===== config.mk =====
export PLATFORM = sky130hd
export DESIGN_NAME = game_ctrl
export DESIGN_NICKNAME = d
export VERILOG_FILES = /design/src/rtl/game_ctrl.sv
export SDC_FILE = /design/constraint.sdc
export NUM_CORES = 1
export LEC_CHECK = 0
export BUFFER_PORTS_ARGS = -buffer_cell sky130_fd_sc_hd__buf_2
export CAP_MARGIN = 20
export CORE_ASPECT_RATIO = 1.25
export CORE_MARGIN = 2
export CORE_UTILIZATION = 61
export CTS_BUF_LIST = sky130_fd_sc_hd__clkbuf_4 sky130_fd_sc_hd__clkbuf_8
export CTS_CLUSTER_DIAMETER = 30
export DETAILED_ROUTE_END_ITERATION = 12
export PLACE_DENSITY_LB_ADDON = 0.08
export REMOVE_ABC_BUFFERS = 1
export SLEW_MARGIN = 5
export SYNTH_ARGS = -nofsm -noshare
export SYNTH_HDL_FRONTEND = slang
export SYNTH_SLANG_ARGS = --single-unit
export TNS_END_PERCENT = 100

===== constraint.sdc =====
create_clock -name clk -period 2.9 [get_ports clk]
set_clock_uncertainty 0.1 [all_clocks]
set_input_delay 0.29 -clock clk [delete_from_list [all_inputs] [get_ports clk]]
set_output_delay 0.29 -clock clk [all_outputs]
set_load 0.005 [all_outputs]

===== src/rtl/game_ctrl.sv =====
// Game-flow controller: IDLE/PLAY/DYING/OVER sequencing, BCD score and high
// score, mover enable/reset and the player flash during the dying animation.
module game_ctrl #(
  parameter int unsigned DIE_FRAMES   = 90,
  parameter int unsigned FLASH_FRAMES = 8
) (
  input  logic        clk,
  input  logic        rst_n,
  input  logic        tick,
  input  logic        btn,
  input  logic        collision,
  input  logic        pass,
  output logic        game_en,
  output logic        obj_reset,
  output logic        game_over,
  output logic        flash,
  output logic [1:0]  state,
  output logic [15:0] score,
  output logic [15:0] hiscore
);

  typedef enum logic [1:0] {
    S_IDLE  = 2'b00,
    S_PLAY  = 2'b01,
    S_DYING = 2'b10,
    S_OVER  = 2'b11
  } state_t;

  localparam logic [7:0] DIE_INIT   = 8'(DIE_FRAMES);
  localparam logic [7:0] FLASH_INIT = 8'(FLASH_FRAMES);

  state_t      state_q, state_d;
  logic        btn_q, btn_d;
  logic        armed_q, armed_d;
  logic [15:0] score_q, score_d;
  logic [15:0] hiscore_q, hiscore_d;
  logic [7:0]  die_cnt_q, die_cnt_d;
  logic [7:0]  flash_cnt_q, flash_cnt_d;
  logic        flash_q, flash_d;
  logic        obj_reset_q, obj_reset_d;
  logic        game_en_q, game_en_d;
  logic        game_over_q, game_over_d;
  logic        btn_edge;

  // BCD increment with per-digit carry; 9999 saturates instead of wrapping.
  function automatic logic [15:0] bcd_inc(input logic [15:0] v);
    logic [15:0] r;
    logic        carry;
    r     = v;
    carry = 1'b1;
    if (v != 16'h9999) begin
      for (int i = 0; i < 4; i++) begin
        if (carry) begin
          if (r[i*4 +: 4] == 4'd9) begin
            r[i*4 +: 4] = 4'd0;
          end else begin
            r[i*4 +: 4] = r[i*4 +: 4] + 4'd1;
            carry       = 1'b0;
          end
        end
      end
    end
    return r;
  endfunction

  // A button already held when reset releases must be seen low once before
  // any rising edge counts, so armed only sets after a low sample.
  assign btn_edge = btn & ~btn_q & armed_q;

  // Next-state, score/timer updates and registered output values.
  always_comb begin
    state_d     = state_q;
    btn_d       = btn;
    armed_d     = armed_q | ~btn;
    score_d     = score_q;
    hiscore_d   = hiscore_q;
    die_cnt_d   = die_cnt_q;
    flash_cnt_d = flash_cnt_q;
    flash_d     = flash_q;
    obj_reset_d = 1'b0;
    case (state_q)
      S_IDLE: begin
        if (btn_edge) begin
          state_d     = S_PLAY;
          score_d     = 16'h0000;
          obj_reset_d = 1'b1;
        end
      end
      S_PLAY: begin
        if (collision && tick) begin
          state_d     = S_DYING;
          die_cnt_d   = DIE_INIT;
          flash_cnt_d = FLASH_INIT;
          flash_d     = 1'b0;
        end else if (pass) begin
          score_d = bcd_inc(score_q);
        end
      end
      S_DYING: begin
        if (tick) begin
          if (die_cnt_q <= 8'd1) begin
            state_d   = S_OVER;
            die_cnt_d = 8'd0;
            flash_d   = 1'b0;
            if (score_q > hiscore_q) begin
              hiscore_d = score_q;
            end
          end else begin
            die_cnt_d = die_cnt_q - 8'd1;
            if (flash_cnt_q <= 8'd1) begin
              flash_d     = ~flash_q;
              flash_cnt_d = FLASH_INIT;
            end else begin
              flash_cnt_d = flash_cnt_q - 8'd1;
            end
          end
        end
      end
      S_OVER: begin
        if (btn_edge) begin
          state_d     = S_IDLE;
          obj_reset_d = 1'b1;
        end
      end
      default: begin
        state_d = S_IDLE;
      end
    endcase
    game_en_d   = (state_d == S_PLAY);
    game_over_d = (state_d == S_OVER);
  end

  // State and datapath registers; reset drops everything including hiscore.
  always_ff @(posedge clk or negedge rst_n) begin
    if (!rst_n) begin
      state_q     <= S_IDLE;
      btn_q       <= 1'b0;
      armed_q     <= 1'b0;
      score_q     <= 16'h0000;
      hiscore_q   <= 16'h0000;
      die_cnt_q   <= 8'd0;
      flash_cnt_q <= 8'd0;
      flash_q     <= 1'b0;
      obj_reset_q <= 1'b0;
      game_en_q   <= 1'b0;
      game_over_q <= 1'b0;
    end else begin
      state_q     <= state_d;
      btn_q       <= btn_d;
      armed_q     <= armed_d;
      score_q     <= score_d;
      hiscore_q   <= hiscore_d;
      die_cnt_q   <= die_cnt_d;
      flash_cnt_q <= flash_cnt_d;
      flash_q     <= flash_d;
      obj_reset_q <= obj_reset_d;
      game_en_q   <= game_en_d;
      game_over_q <= game_over_d;
    end
  end

  assign state     = state_q;
  assign score     = score_q;
  assign hiscore   = hiscore_q;
  assign flash     = flash_q;
  assign obj_reset = obj_reset_q;
  assign game_en   = game_en_q;
  assign game_over = game_over_q;

endmodule


==> impl_metrics.ini, run 1 <==
[outcome]
outcome = complete, no violations

[power]
power_leakage_nw = 1.89
p_per_area_nw_per_um2 = 694
p_comb_share_pct = 41.8
p_int_mw = 1.66
swShare_pct = 41.0
power.share.clock_pct = 16.2
power.switching_mw = 1.16
peakVddDrop_uv = 418
power_frac_seq_pct = 42.0
power_mw = 2.82

[worst_hold_path]
hold_path_class = input pin to register
hold_depth = 3

[detailed_routing]
wl_per_cell_um = 16.5
drtIter0Drc = 235
vias = 3243
drt-total-wl_mm = 8.49
post-route-drc-count = 0
viasPerCell = 6.28
antenna_left = 0
firstDrtPassIters = 4

[placed_design]
dpl_cell_area_sq_um = 3940
gp_congestion = 0.877
hpwl_mm = 6.27
dp_slack_ns = 0.319
placed_cells = 506
port_buffers = 43

[cells_and_area]
finalNetCount = 487
final_util_pct = 70.7
multi_input_area_sq_um = 1990
seqCellArea_sq_um = 1400
final_area_sq_um = 4060
drive_gt1_share_pct = 17.6
nFillCells = 471
final_cell_count_no_fill = 516
syn_to_final_growth_pct = 12.9
diodes = 0

[sta]
finalHoldViolations = 0
period_needed_ns = 2.57
slew_headroom_pct = 58.4
finalCritPeriodShare_pct = 88.5
fin_ws_ns = 0.334
worstMarginPinSlew_ns = 0.625
clock.fmax_mhz = 390
rsz0062_at_grt = no
setup_viol = 0
fin_tns_setup_ns = 0
drv_slew = 0
holdWs_ns = 0.214

[yosys]
synth_seq_cells = 56
async_reset_ff_share_pct = 100
seq_area_frac_synth_pct = 39.0
avgSynthCellArea_sq_um = 9.06
yosysUniqueCellTypes = 54
netlist_instances = 397
synth-main-ff-cell = dfrtp_1
synth_edf_count = 0
ys.warnings.count = 0
netlist_area_sq_um = 3600

[worst_setup_path]
path_class = register to register
reg2reg_depth = 6
crit_arrival_ns = 2.69
cp-start-kind = register
end_kind = register
required_ns = 3.02
cp_max_fo = 16

[clock_network]
post_cts_resized = 0
cts_setup_buffers = 0
cts_tree = built
cts_buffers = 5
clockBufferDepth = 2
htreeDepth = 2
clk_pin_slew_ns = 0.10
cts.sinks = 56
worstSkewPairLatency_ns = 0.31
cts-root-buf = clkbuf_8

[global_route]
grt_first_pass_wirelength_mm = 14.2
grt_max_degree = 32
grt-ovfl-total = 0
grt_pass1_vias = 3040
grt_usage_pct = 27.1
antenna_found_initial = 0

[floorplan]
dieArea_sq_um = 6530
die_height_um = 89.9
initial_core_util_pct = 62.7
rows = 31
io_pins = 44
fp.dieW_um = 72.7
core_sq_um = 5740

[flow_run]
cap_violations = 0
kinds of logic (layout without fill, tap and decap cells):
logic type / count (synthesis) / count (layout) / share of synthesized area (%)
and+or+nand+nor: 152 / 152 / 23.1
muxes: 4 / 4 / 1.22
xor gates and xnor gates: 2 / 2 / 0.487
DFF: 56 / 56 / 39.0
buffers and inverters: 48 / 101 / 5.70
AOI/OAI and AO/OA: 103 / 103 / 19.4
adders and majority gates: 32 / 32 / 11.1
cells in the final DEF, fill, tap and decap left out, types with 2 or more instances in the layout:
cell	count
a31oi_1	2
nor4b_1	2
a211oi_1	2
dlygate4sd3_1	2
clkbuf_8	6
o41ai_1	4
a21o_1	2
buf_4	15
xnor2_1	2
or4_1	4
inv_1	32
nand4_1	8
o21ai_0	25
nor3_1	12
nand2b_1	8
a21oi_1	14
ha_1	32
nor2b_1	7
dfrtp_1	56
nor2_1	25
o31ai_1	12
o211ai_1	2
nand3b_1	4
or3_1	4
mux2_2	3
o22ai_1	2
nand2_1	39
o21ai_1	11
nor4_1	17
a32oi_1	17
buf_2	43
and3b_1	3
nand3_1	8
state kept, by name, summed over array words and instances, names as in the netlist:
| name | flops |
|---|---|
| btn_q | 1 |
| armed_q | 1 |
| state | 2 |
| die_cnt_q | 8 |
| hiscore | 16 |
| game_over | 1 |
| obj_reset | 1 |
| flash_cnt_q | 8 |
| game_en | 1 |
| score | 16 |
| flash | 1 |
repair_timing:
| action | in CTS | in global routing |
|---|---|---|
| setup endpoints to repair | 0 | 0 |
| endpoints found under the hold margin | 26 | 0 |
| hold buffers | 2 | 0 |
routing by layer:
| metal | vias to the layer above | GRT usage (%) | part of all wire [%] |
|---|---|---|---|
| li1 | 1575 | - | - |
| met1 | 1575 | 32.5 | 41 |
| met2 | 77 | 49.1 | 53 |
| met3 | 16 | 2.80 | 3.2 |
| met4 | 0 | 9.41 | 2.8 |
| met5 | - | 0 | 0 |
cell type report:
type	instances	area share [%]
Multi-Input combinational cell	293	49.0
Sequential cell	56	34.5
Timing Repair Buffer	61	9.06
Inverter	32	2.96
Clock buffer	7	2.22
Tap cell	66	2.03
Clock inverter	1	0.185
power by group through the flow:
stage	Combinational, mW	Sequential [mW]	Clock (mW)
2_1_floorplan	0.754	1.16	0
3_3_place_gp	1.14	1.18	0
3_5_place_dp	1.17	1.19	0
4_1_cts	1.18	1.18	0.469
5_1_grt	1.34	1.21	0.503
6_report	1.18	1.18	0.457
cells in the mapped netlist, drive strengths merged, types with 2 or more instances:
library cell / count / area share [%]
nor4b: 2 / 0.49
or4: 4 / 0.83
a21o: 2 / 0.42
nand4: 9 / 1.7
a31oi: 2 / 0.35
nor2: 25 / 2.6
and3b: 3 / 0.73
o22ai: 2 / 0.35
nand2: 39 / 4.1
nor3: 12 / 1.7
o211ai: 2 / 0.42
nor4: 18 / 3.5
o31ai: 12 / 2.5
nand3: 8 / 1.1
nand3b: 4 / 0.83
nor2b: 7 / 1.2
ha: 32 / 11
nand2b: 8 / 1.4
or3: 5 / 1.0
o21ai: 36 / 5.0
dfrtp: 56 / 39
a211oi: 3 / 0.77
buf: 5 / 1.2
a21oi: 14 / 1.9
o41ai: 4 / 0.97
mux2: 3 / 0.94
clkbuf: 11 / 1.1
a32oi: 17 / 4.1
xnor2: 2 / 0.49
inv: 32 / 3.3
critical path, stage by stage (launching register included):
cell	delay (ns)
dfrtp_1	0.47
ha_1	0.35
nand4_2	0.19
nor4_4	0.39
a21bo_2	0.27
and3_1	0.39
o31ai_1	0.32
path summary, 6_finish.rpt:
path	start	endpoint	slack, ns
max in group asynchronous	rst_n	flash_cnt_q[4]	1.70
setup / recovery	score[14]	hiscore[13]	0.33
setup reg to reg	score[14]	hiscore[13]	0.33
hold / removal	tick	die_cnt_q[3]	0.21
hold reg to reg	die_cnt_q[7]	die_cnt_q[7]	0.38
min in group asynchronous	rst_n	score[8]	0.41
No activity file was read; power rests on OpenSTA's default activity.
==> inputs of run 2 (changes only) <==
--- a/config.mk
+++ b/config.mk
@@ -7,7 +7,7 @@
 export LEC_CHECK = 0
 export BUFFER_PORTS_ARGS = -buffer_cell sky130_fd_sc_hd__buf_2
 export CAP_MARGIN = 20
-export CORE_ASPECT_RATIO = 1.25
+export CORE_ASPECT_RATIO = 1.75
 export CORE_MARGIN = 2
 export CORE_UTILIZATION = 61
 export CTS_BUF_LIST = sky130_fd_sc_hd__clkbuf_4 sky130_fd_sc_hd__clkbuf_8
==> run 2 against run 1 <==
First-iteration DRC count increased by 8.5%. Clock power decreased by 12%. Sequential share of layout area increased by 0.18 points. Via count increased by 3.7%. Combinational power about the same. Critical path depth unchanged. Critical path type unchanged. Critical endpoint is now hiscore[0]. Largest power group is now combinational cells.
==> impl_metrics.ini, run 2 (synthesis results as in run 1) <==
[worst_setup_path]
r2r_end = hiscore[0]
r2r_start = score[12]
required_ns = 3.03
crit_cells = 6
end_kind = register
critical_path_buf_inv_count = 0
cp-endpoint = hiscore[0]
critPathSlowestCell = dfrtp_1
reg2reg_depth = 6
cp-start-kind = register
cpLargestDelayFamily = simple AND/OR/NAND/NOR gates
path_class = register to register
setup.worst_path.start = score[12]
worstPathCellList = ha_1 > nand4_2 > nor4_4 > a21bo_2 > and3_1 > o31ai_1
crit_arrival_ns = 2.74
slowest_delay_ns = 0.49
cp_max_fo = 16
r2r_slack_ns = 0.29

[cells_and_area]
drive_gt1_share_pct = 17.4
finalNetCount = 488
syn_to_final_growth_pct = 12.3
final_area_sq_um = 4040
mostFrequentLayoutCells = dfrtp_1 (56), buf_2 (43), nand2_1 (39), inv_1 (32), ha_1 (32)
final_cell_count_no_fill = 526
diodes = 0
layout_commonest_cell = dfrtp_1

[floorplan]
rows = 37
fp.dieW_um = 62.1
dieArea_sq_um = 6550
die_height_um = 106
initial_core_util_pct = 62.2
io_pins = 44
core_sq_um = 5790

[global_route]
grt-ovfl-total = 0
grt_max_degree = 35
antenna_found_initial = 0
grt_usage_pct = 30.2
grt_first_pass_wirelength_mm = 14.8
grt_pass1_vias = 3161

[power]
power.switching_mw = 1.18
peakVddDrop_uv = 440
swShare_pct = 42.1
power_mw = 2.80
power.share.clock_pct = 14.4
p_per_area_nw_per_um2 = 694
p_int_mw = 1.62
power_frac_seq_pct = 42.3
p_comb_share_pct = 43.3
power_leakage_nw = 1.88

[clock_network]
htreeDepth = 2
cts-root-buf = clkbuf_8
clockBufferDepth = 2
cts_buffers = 5
post_cts_resized = 0
clk_pin_slew_ns = 0.10
worstSkewPairLatency_ns = 0.32
cts_tree = built
cts.sinks = 56
ctsHoldBuffers = 1
cts_setup_buffers = 0

[worst_hold_path]
worstHoldStart = btn
hold_depth = 1
hold_path_class = input pin to register

[placed_design]
port_buffers = 43
dpl_cell_area_sq_um = 3960
hpwl_mm = 6.82
dp_slack_ns = 0.282
gp_congestion = 0.935
placed_cells = 520

[detailed_routing]
drtIter0Drc = 255
wl_per_cell_um = 17.5
vias = 3363
viasPerCell = 6.39
drt-total-wl_mm = 9.21
post-route-drc-count = 0
antenna_left = 0
firstDrtPassIters = 5

[sta]
worstMarginPinSlew_ns = 0.651
slew_headroom_pct = 56.2
finalHoldViolations = 0
finalCritPeriodShare_pct = 90.0
rsz0062_at_grt = no
fin_ws_ns = 0.291
clock.fmax_mhz = 383
fin_tns_setup_ns = 0
period_needed_ns = 2.61
setup_viol = 0
drv_slew = 0

[flow_run]
cap_violations = 0

[outcome]
outcome = complete, no violations
[run 2: changes by cell type in the layout (fill, tap and decap cells not counted)]
cell and change:
clkbuf_8 -1, buf_4 +3, dlygate4sd3_1 -1, clkinvlp_4 -1
clkbuf_4 -1, buf_12 -1
[run 2: how the worst min path moves through the flow]
stage / to / slack [ns]
2_1_floorplan: armed_q / -0.11
3_3_place_gp: score[8] / 0.20
3_5_place_dp: score[11] / 0.19
4_1_cts: btn_q / 0.0003
5_1_grt: btn_q / 0.009
6_report: btn_q / 0.01
[run 2: metal layers]
layer	track usage, %	share of wire, %	up-vias
met5	0	0	-
met4	13.7	3.4	0
met3	3.68	3.1	27
met2	53.8	55	91
met1	33.3	38	1674
li1	-	-	1571
[run 2: cell type report]
type	count	area [sq um]
Tap cell	78	97.6
Sequential cell	56	1400
Inverter	32	120
Multi-Input combinational cell	293	1990
Timing Repair Buffer	62	360
Fill cell	494	1750
Clock buffer	5	68.8
[run 2: metrics by stage]
| stage | hold WS, ns | util (%) |
|---|---|---|
| floorplan | -0.106 | - |
| global placement | 0.195 | 68.4 |
| global route | 0.00912 | 69.8 |
| finish | 0.0111 | 69.8 |
| detailed placement | 0.194 | 68.4 |
| CTS | 0.000333 | 69.8 |
[run 2: power by group through the flow]
stage,sequential (mW),combinational (mW),clock [mW]
final,1.19,1.21,0.404
after global routing,1.22,1.37,0.441
after CTS,1.18,1.21,0.413
after detailed placement,1.19,1.20,0
after global placement,1.18,1.17,0
after floorplan,1.16,0.754,0
[run 2: worst register-to-register path: cells and delay by family (launching register included)]
kind	cells	cell delay, ns
adder cells (fa/ha/maj)	1	0.34
AO/OA/AOI/OAI	2	0.61
AND/OR/NAND/NOR	3	0.99
flip-flops	1	0.49
